## src/rtl/cla_unit_pkg.sv

```systemverilog
// cla_unit_pkg: shared width constant and packed lookahead result type
package cla_unit_pkg;
  localparam int W = 4;
  typedef struct packed {
    logic [W-1:0] c;
    logic         g;
    logic         p;
  } cla_res_t;
endpackage

```

## src/rtl/cla_unit_if.sv

```systemverilog
// cla_unit_if: request and result signals of the 4-position lookahead unit
interface cla_unit_if;
  logic in_valid;
  logic g0, g1, g2, g3;
  logic p0, p1, p2, p3;
  logic cin;
  logic out_valid;
  logic C1, C2, C3, C4;
  logic G, P;
  modport master (
    output in_valid, g0, g1, g2, g3, p0, p1, p2, p3, cin,
    input  out_valid, C1, C2, C3, C4, G, P
  );
  modport slave (
    input  in_valid, g0, g1, g2, g3, p0, p1, p2, p3, cin,
    output out_valid, C1, C2, C3, C4, G, P
  );
endinterface

```

## src/rtl/cla_logic.sv

```systemverilog
// cla_logic: flat two-level carry lookahead equations, no clock
module cla_logic
  import cla_unit_pkg::*;
(
  input  logic [W-1:0] g_i,
  input  logic [W-1:0] p_i,
  input  logic         cin_i,
  output cla_res_t     res_o
);
  logic gg;
  // Every carry is a sum of products of the raw inputs; no carry feeds the next one
  always_comb begin
    gg = g_i[3] | (p_i[3] & g_i[2]) | (p_i[3] & p_i[2] & g_i[1])
       | (p_i[3] & p_i[2] & p_i[1] & g_i[0]);
    res_o.c[0] = g_i[0] | (p_i[0] & cin_i);
    res_o.c[1] = g_i[1] | (p_i[1] & g_i[0]) | (p_i[1] & p_i[0] & cin_i);
    res_o.c[2] = g_i[2] | (p_i[2] & g_i[1]) | (p_i[2] & p_i[1] & g_i[0])
               | (p_i[2] & p_i[1] & p_i[0] & cin_i);
    res_o.c[3] = gg | (&p_i & cin_i);
    res_o.g    = gg;
    res_o.p    = &p_i;
  end
endmodule

```

## src/rtl/cla_unit.sv

```systemverilog
// cla_unit: registered 4-position carry lookahead with one-cycle latency
module cla_unit
  import cla_unit_pkg::*;
(
  input  logic       clk,
  input  logic       rst,
  cla_unit_if.slave  bus
);
  cla_res_t comb, res_d, res_q;
  logic     vld_d, vld_q;
  cla_logic u_logic (
    .g_i   ({bus.g3, bus.g2, bus.g1, bus.g0}),
    .p_i   ({bus.p3, bus.p2, bus.p1, bus.p0}),
    .cin_i (bus.cin),
    .res_o (comb)
  );
  // Capture a new result only when qualified; otherwise keep the last one
  always_comb begin
    res_d = bus.in_valid ? comb : res_q;
    vld_d = bus.in_valid;
  end
  // Result register and valid flag, cleared synchronously
  always_ff @(posedge clk) begin
    if (rst) begin
      res_q <= '0;
      vld_q <= 1'b0;
    end else begin
      res_q <= res_d;
      vld_q <= vld_d;
    end
  end
  assign bus.out_valid = vld_q;
  assign bus.C1        = res_q.c[0];
  assign bus.C2        = res_q.c[1];
  assign bus.C3        = res_q.c[2];
  assign bus.C4        = res_q.c[3];
  assign bus.G         = res_q.g;
  assign bus.P         = res_q.p;
endmodule

```

## src/flat_wrapper.sv

```systemverilog
// flat-port wrapper written by rule: the top's interface ports become plain ports
module cla_unit_flat import cla_unit_pkg::*;
  (clk, rst, bus_in_valid, bus_g0, bus_g1, bus_g2, bus_g3, bus_p0, bus_p1, bus_p2, bus_p3, bus_cin, bus_out_valid, bus_C1, bus_C2, bus_C3, bus_C4, bus_G, bus_P);
  cla_unit_if bus_i ();
  input  logic clk;
  input  logic rst;
  input wire logic [$bits(bus_i.in_valid)-1:0] bus_in_valid;
  input wire logic [$bits(bus_i.g0)-1:0] bus_g0;
  input wire logic [$bits(bus_i.g1)-1:0] bus_g1;
  input wire logic [$bits(bus_i.g2)-1:0] bus_g2;
  input wire logic [$bits(bus_i.g3)-1:0] bus_g3;
  input wire logic [$bits(bus_i.p0)-1:0] bus_p0;
  input wire logic [$bits(bus_i.p1)-1:0] bus_p1;
  input wire logic [$bits(bus_i.p2)-1:0] bus_p2;
  input wire logic [$bits(bus_i.p3)-1:0] bus_p3;
  input wire logic [$bits(bus_i.cin)-1:0] bus_cin;
  output wire logic [$bits(bus_i.out_valid)-1:0] bus_out_valid;
  output wire logic [$bits(bus_i.C1)-1:0] bus_C1;
  output wire logic [$bits(bus_i.C2)-1:0] bus_C2;
  output wire logic [$bits(bus_i.C3)-1:0] bus_C3;
  output wire logic [$bits(bus_i.C4)-1:0] bus_C4;
  output wire logic [$bits(bus_i.G)-1:0] bus_G;
  output wire logic [$bits(bus_i.P)-1:0] bus_P;
  assign bus_i.in_valid = bus_in_valid;
  assign bus_i.g0 = bus_g0;
  assign bus_i.g1 = bus_g1;
  assign bus_i.g2 = bus_g2;
  assign bus_i.g3 = bus_g3;
  assign bus_i.p0 = bus_p0;
  assign bus_i.p1 = bus_p1;
  assign bus_i.p2 = bus_p2;
  assign bus_i.p3 = bus_p3;
  assign bus_i.cin = bus_cin;
  assign bus_out_valid = bus_i.out_valid;
  assign bus_C1 = bus_i.C1;
  assign bus_C2 = bus_i.C2;
  assign bus_C3 = bus_i.C3;
  assign bus_C4 = bus_i.C4;
  assign bus_G = bus_i.G;
  assign bus_P = bus_i.P;
  cla_unit u_core (.clk(clk), .rst(rst), .bus(bus_i));
endmodule
```

## config.mk

```make
export PLATFORM = sky130hd
export DESIGN_NAME = cla_unit_flat
export DESIGN_NICKNAME = d
export VERILOG_FILES = /design/src/rtl/cla_unit_pkg.sv /design/src/rtl/cla_unit_if.sv /design/src/rtl/cla_logic.sv /design/src/rtl/cla_unit.sv /design/src/flat_wrapper.sv
export SDC_FILE = /design/constraint.sdc
export NUM_CORES = 1
export LEC_CHECK = 0
export CAP_MARGIN = 20
export CELL_PAD_IN_SITES_DETAIL_PLACEMENT = 0
export CELL_PAD_IN_SITES_GLOBAL_PLACEMENT = 1
export CORE_AREA = 4 4 41 43
export DETAILED_ROUTE_END_ITERATION = 10
export DIE_AREA = 0 0 45 47
export GPL_ROUTABILITY_DRIVEN = 1
export PLACE_DENSITY_LB_ADDON = 0.1
export SLEW_MARGIN = 20
export SYNTH_ARGS = -nofsm -noshare
export SYNTH_HDL_FRONTEND = slang
export SYNTH_SLANG_ARGS = --single-unit
```

## constraint.sdc

```tcl
create_clock -name clk -period 2.15 [get_ports clk]
set_clock_uncertainty 0.1 [all_clocks]
set_input_delay 0.5375 -clock clk [delete_from_list [all_inputs] [get_ports clk]]
set_output_delay 0.5375 -clock clk [all_outputs]
set_load 0.03 [all_outputs]
```

======== After elaboration in Yosys (flattened, before gate mapping) ========
Index checks and enable logic that the tools add are counted.
storage, ports and cells
  bits in latches ......................... 0
  output and inout bits ................... 7
  word-level logic and storage cells ...... 30
  memories kept ........................... 0
  register bits ........................... 7
  bits in read-only memories .............. 0
  bits of input ports ..................... 12
  RAM bits ................................ 0
operators by class
  $lt $le $gt $ge ......................... 0
  multiplexer cells ....................... 0
  equality and inequality tests ........... 0
  bitwise logic cells ..................... 25
  $add $sub $neg .......................... 0
  shifts and indexed selects .............. 0
  reductions and logical operators ........ 1
  $mul .................................... 0
  divide/modulo/power cells ............... 0
operators with widths
  operator          count
  $and 1x1->1       15
  $or 1x1->1        10
  $reduce_and 4->1  1

======== Depth between registers and ports, before layout ========
Gate-level depths: netlist (run 1).
  depth after elaboration ................. 5
  depth in mapped cells ................... 3
  depth with buffers taken out ............ 3

======== Modules after synthesis ========
From an unflattened synthesis (run 1), not the netlist that was laid out.
unflattened totals
  cells, all modules ...................... 34
  area, all modules ....................... 320.3 µm²
by module, submodules not included
  module     area an instance (µm²)  seq. area each (µm²)  times used  cells each
  cla_unit   240.2                   140.1                 1           21
  cla_logic  80.1                    0.0                   1           13

======== Least setup slack after synthesis (run 1) ========
OpenSTA, ideal clock, no wires.
  kind .................................... input-to-reg
  from .................................... in bus_in_valid
  to ...................................... reg u_core.res_q, in the netlist u_core.bus.C3
  library setup time ...................... 0.091 ns
  path slack .............................. 0.973 ns
  stages .................................. 3
  arrival time ............................ 0.986 ns
  buffers on the path ..................... 1
  cells stage by stage .................... buf_2 nor2b_1 a311oi_1
RTL lines
  element               RTL line           RTL
  from (decl)           flat_wrapper.sv:7  input wire logic [$bits(bus_i.in_valid)-1:0] bus_in_valid;
  to (signal assigned)  cla_unit.sv:28     res_q <= res_d;
  to (decl)             cla_unit.sv:9      cla_res_t comb, res_d, res_q;

======== Final worst setup path (run 1) ========
  from .................................... reg u_core.res_q, in the netlist u_core.bus.P
  to ...................................... out bus_P
RTL lines
  element    RTL line            RTL
  to (decl)  flat_wrapper.sv:23  output wire logic [$bits(bus_i.P)-1:0] bus_P;
No word-level cell between the ends.

==> metrics, run 1 <==
final setup violation count=0; Reg clk slew, reported paths=roughly 50 ps; unrepaired setup endpoints after global routing=no; maximum clock rate=530 MHz; Net Count, Synth=between 40 and 50; Max-cap violations=0; Avg Cell Area, Syn=a little over 9 µm²; Cell Rows=13; setup bufs post-CTS=0; Worst slew margin=78.7%; Core Box Area=1300 µm²; Synth Register Bits=7; fin. max-slew vios=0; global-route usage over all layers=under 10%; CP Cell Sequence=clkdlybuf4s50_1; CTS tree=yes; final critical-path share of the clock period=87.7%; Num Clock Sinks=7; n_diodes=0; Power Density=~640 nW/µm²; Leak Pwr=0.205 nW; total CTS buffers=3; WL final=778 µm; critical path start-end classification=reg2out; Worst-Skew Late Latency=between 200 and 300 ps; largest net degree at the start of global routing=8; PnR worst setup slack=between 200 and 300 ps; crit end category=output pin; post-DR vias/cell=4.66; WP data required=1510 ps; DRC=0; max incr delay on CP=just under 700 ps; average wire per standard cell=between 10 and 15 µm; Hold Crit Class=reg2reg; sequential-to-total area share from yosys stat=46.3%; Largest delay share family, worst path=buffers and inverters; # hold bufs at CTS=0; Yosys Warn Count=0; die width=between 40 and 50 µm; die area=roughly 2100 µm²; Critical Path AT=about 1300 ps; post-route setup TNS=0 ps; FILL cells=between 100 and 150; Post-layout nets=just under 70; Die Height=roughly 47 µm; vias in the first global route=between 300 and 400; GPL Wtd Cong=between 0.7 and 0.8; status=finished clean; Mapped Cells=33; CTS Root Cell=clkbuf_4; Post-DRT Antenna Nets=0; WP buf/inv=1; crit path launch type=flop; Crit-path slowest cell=clkdlybuf4s50_1; vias=326; DRT iter0 DRCs=3; Worst Max-Slew Pin Slew=roughly 320 ps; DR pass1 iterations=4; grt total ovfl=0; min Tclk post-route=1890 ps; Critical Path Fanout Max=2; total power=between 0.0003 and 0.0004 W; antenna violations before repair=0; global-route wire length before repair=approximately 1300 µm; maximum vdd drop=0.000374 V; Yosys cell types=17; share of cells above drive strength 1=a little over a tenth; Ports=19; clock tree buffer depth=2; area delta synth->final=75.2%; Syn Std Cell Area=around 300 µm²; PostCTS Resize Cnt=0; starting utilization of the core area=about a quarter; Port-buffer cells=18; Post-DP HPWL=657 µm; Hold Vio Cnt, Final=0; Finished Core Util=between 40% and 50%; H-Tree Depth=1; pre-CTS WS=between 300 and 400 ps
[placed cells by master (no fill, tap or decap)]
master,n
clkdlybuf4s50_1,18
dfxtp_1,7
nor2_1,4
nand3_1,3
a21oi_1,3
clkbuf_4,3
mux2i_1,2
nand2b_1,2
nor2b_1,2
and4_2,1
a21o_1,1
a2bb2oi_1,1
a21o_2,1
nand2_1,1
a311oi_1,1
a211oi_1,1
or2_0,1
a31oi_1,1
clkbuf_1,1
buf_4,1
[power breakdown]
group          leakage [nW]  total (W)  switching (W)  internal, W
Sequential           0.0580   0.000142     0.00000350     0.000138
Clock                0.0150   0.000118      0.0000472    0.0000707
Combinational         0.132  0.0000820      0.0000384    0.0000436
Total                 0.205   0.000342      0.0000891     0.000253
[registers in the layout, indices dropped and copies added, names as in the netlist]
| register | flops |
|---|---|
| u_core.bus.C1 | 1 |
| u_core.bus.C2 | 1 |
| u_core.bus.C3 | 1 |
| u_core.bus.C4 | 1 |
| u_core.bus.G | 1 |
| u_core.bus.P | 1 |
| u_core.bus.out_valid | 1 |
[kinds of logic after synthesis]
logic type,synth area share (%)
multiplexers,6.61
AO/OA/AOI/OAI,20.7
AND/OR/NAND/NOR,24.8
flip-flops,46.3
buffers and inverters,1.65
[cells in the mapped netlist]
| master | number | area [µm²] |
|---|---|---|
| a311oi_1 | 1 | 8.76 |
| nor2b_1 | 2 | 12.5 |
| nand2_1 | 1 | 3.75 |
| or2_0 | 1 | 6.26 |
| a21oi_1 | 3 | 15.0 |
| buf_2 | 1 | 5.00 |
| nor2_1 | 4 | 15.0 |
| mux2i_1 | 2 | 20.0 |
| nand3_1 | 3 | 15.0 |
| nand2b_1 | 2 | 12.5 |
| a211oi_1 | 1 | 7.51 |
| a2bb2oi_1 | 1 | 8.76 |
| a31oi_1 | 1 | 6.26 |
| a21o_2 | 1 | 8.76 |
| dfxtp_1 | 7 | 140 |
| and4_2 | 1 | 10.0 |
| a21o_1 | 1 | 7.51 |
[final timing paths]
kind / startpoint / to / slack (ps) / cells past startpoint
min: u_core.bus.G / u_core.bus.G / 380 / 2
min reg2reg: u_core.bus.G / u_core.bus.G / 380 / 2
max: u_core.bus.P / bus_P / 260 / 1
max reg2reg: u_core.bus.C3 / u_core.bus.C3 / 1350 / 2
[metal layers]
metal | track usage (%) | vias to the layer above | wire, µm
met3 | 4.98 | 2 | 85
met2 | 13.8 | 18 | 369
li1 | - | 165 | -
met5 | 0 | - | 0
met1 | 8.70 | 141 | 309
met4 | 7.02 | 0 | 13
[through the flow]
| step | std cells | hold WS [ps] | instance area [µm²] |
|---|---|---|---|
| final | 70 | 377 | 531 |
| after global routing | 70 | 402 | 531 |
| after CTS | 70 | 384 | 531 |
| after detailed placement | 66 | 373 | 504 |
| after global placement | 66 | 361 | 504 |
| after floorplan | 33 | 491 | 303 |
[final cells by class]
class	count	area (µm²)	area share, %
repair buffers	19	188	35.4
flip-flops and latches	7	140	26.4
multi-input cells	25	158	29.7
clock buffers	4	26.3	4.95
well taps	15	18.8	3.54
Note: power is estimated with default switching activity, not from simulation.
==> run 2: changes to the inputs <==
- CAP_MARGIN: 20 -> 25
==> results of run 2 <==
Same layout as run 1: the final DEF is identical, and so are final timing and power.
==> run 3: changes to the inputs <==
- SYNTH_HIERARCHICAL: default -> 1
==> run 3 against run 2 <==
  * Worst setup slack improved by 2.4 ps
  * Final area shrank 0.71%
  * Hold slack better by 20 ps
  * Non-clock buffer count shrank 1
  * Sequential cell count is the same
  * Clock-buffer cell count did not move
  * Clock power decreased by 3%
  * Power fell by 0.39%
  * Critical path type unchanged
  * Critical endpoint is now bus_G
  * Largest power group unchanged
==> metrics, run 3 <==
clock tree buffer depth=2; maximum clock rate=531 MHz; setup bufs post-CTS=0; global-route wire length before repair=between 1000 and 1500 µm; # hold bufs at CTS=0; crit path launch type=flop; Leak Pwr=0.233 nW; Hold Crit Class=reg2reg; Power Density=647 nW/µm²; WL final=slightly below 900 µm; post-DR vias/cell=around 4.5; ys flop type=dfxtp_1; area delta synth->final=64.5%; Non-Filler Instances=69; Reg clk slew, reported paths=approximately 50 ps; DRT iter0 DRCs=4; crit end category=output pin; largest cells by area after synthesis=dfxtp_1 (44%), mux2i_1 (19%), a21o_1 (7.0%); Avg Cell Area, Syn=9.42 µm²; Crit Reg-Reg Startpoint=u_core/bus.G; Core Box Area=approximately 1300 µm²; Finished Core Util=between 40% and 50%; Worst slew margin=around 74%; Mapped Cells=34; Worst R2R End=u_core/bus.G; worst hold path endpoint=u_core/bus.C4; vias in the first global route=a little over 300; Ports=19; DRC=0; Hold Vio Cnt, Final=0; sequential-to-total area share from yosys stat=roughly 44%; top-count cell post-synth=dfxtp_1; post-route setup TNS=0 ps; Yosys Warn Count=6; largest net degree at the start of global routing=8; hold depth=2; die width=45 µm; largest area contributor in the netlist=dfxtp_1; PostCTS Resize Cnt=0; Post-layout nets=67; Yosys cell types=14; most common cell after layout, fill and taps aside=clkdlybuf4s50_1; Critical Path AT=approximately 1300 ps; CTS Root Cell=clkbuf_4; H-Tree Depth=1; commonest cells after routing, fill and taps aside=clkdlybuf4s50_1 (18), dfxtp_1 (7), mux2i_1 (6), nor2_1 (6); antenna violations before repair=0; final instance area=around 530 µm²; Syn Std Cell Area=around 320 µm²; flop2flop setup slack=~1400 ps; Hold Crit Start=u_core/bus.C4; final critical-path share of the clock period=between 80% and 90%; status=finished clean; GPL Wtd Cong=between 0.7 and 0.8; share of flip-flops with an asynchronous set or reset=0%; Die Height=roughly 47 µm; Worst Reg-to-Reg Cells=2; Net Count, Synth=46; DR pass1 iterations=4; min Tclk post-route=~1900 ps; n_diodes=0; Synth top cells by count=dfxtp_1 (7), mux2i_1 (6), nor2_1 (6), a21o_1 (3); grt total ovfl=0; Max-cap violations=0; CP Cell Sequence=clkdlybuf4s50_1; total CTS buffers=3; starting utilization of the core area=~25%; critical path start-end classification=reg2out; die area=about 2100 µm²; Critical Path Fanout Max=2; Worst-Skew Late Latency=~240 ps; CTS tree=yes; total power=roughly 0.00034 W; WP data required=1510 ps; Placed Cells=65; average wire per standard cell=around 13 µm; WP buf/inv=1; Port-buffer cells=18; Placed Instance Area=approximately 500 µm²; Crit-path slowest cell=clkdlybuf4s50_1; max incr delay on CP=670 ps; Synth Register Bits=7; Worst Max-Slew Pin Slew=about 380 ps; share of cells above drive strength 1=around 5.6%; Largest delay share family, worst path=buffers and inverters; Num Clock Sinks=7; EDFF count, synth=0; vias=310; global-route usage over all layers=between 8 and 9%; top-area cell type share of the netlist area=43.7%; Cell Rows=13; maximum vdd drop=roughly 0.00031 V; final setup violation count=0; unrepaired setup endpoints after global routing=no; fin. max-slew vios=0; Post-DRT Antenna Nets=0
run 3: cell count changes after synthesis, sizes merged, moves of 2 or more:
cell and delta:
mux2i +4, nand2b -2, inv +2, nand3 -3
nor2 +2
run 3: worst max path at each step:
stage	slack [ps]	depth (start not counted)	startpoint	endpoint
final	270	1	u_core/bus.G	bus_G
after global routing	210	1	u_core/bus.G	bus_G
after CTS	240	1	u_core/bus.G	bus_G
after detailed placement	320	5	bus_p0	u_core/bus.C3
after global placement	350	5	bus_p0	u_core/bus.C3
after floorplan	860	4	bus_p0	u_core/bus.C3
run 3: layout make-up:
type                            instances  area [µm²]
Clock buffer                            4        26.3
Sequential cell                         7         140
Fill cell                             142         774
Multi-Input combinational cell         23         154
Inverter                                2        7.51
Timing Repair Buffer                   18         180
Tap cell                               15        18.8
run 3: through the flow:
| step | setup slack [ps] | hold WS (ps) |
|---|---|---|
| floorplan | 859 | 509 |
| global placement | 352 | 375 |
| detailed placement | 323 | 383 |
| CTS | 244 | 398 |
| global route | 207 | 420 |
| finish | 266 | 398 |
run 3: worst min-delay path, stage by stage, from the launching register on:
cell and delay (ps):
dfxtp_1 320, mux2i_1 70, nor2_1 70
run 3: logic make-up (layout without fill, tap and decap cells):
| group | Yosys count | count (layout) | synth area share (%) |
|---|---|---|---|
| and+or+nand+nor | 9 | 9 | 12.1 |
| AOI/OAI and AO/OA | 8 | 8 | 17.2 |
| muxes | 6 | 6 | 18.8 |
| buffers and inverters | 4 | 24 | 8.20 |
| DFF | 7 | 7 | 43.7 |
run 3: routing by layer:
layer  up-vias  track usage [%]  routed length, µm
met4         0             3.51                  0
met1       142             8.47                359
met5         -                0                  0
met2        12             15.5                418
li1        156                -                  -
met3         0             4.60                 87
run 3: report_power, final:
part            total, W  leakage [nW]  switching, W  internal, W
combinational  0.0000849         0.160     0.0000409    0.0000440
clock           0.000114        0.0150     0.0000430    0.0000705
sequential      0.000142        0.0580    0.00000357     0.000139
total           0.000341         0.233     0.0000875     0.000253
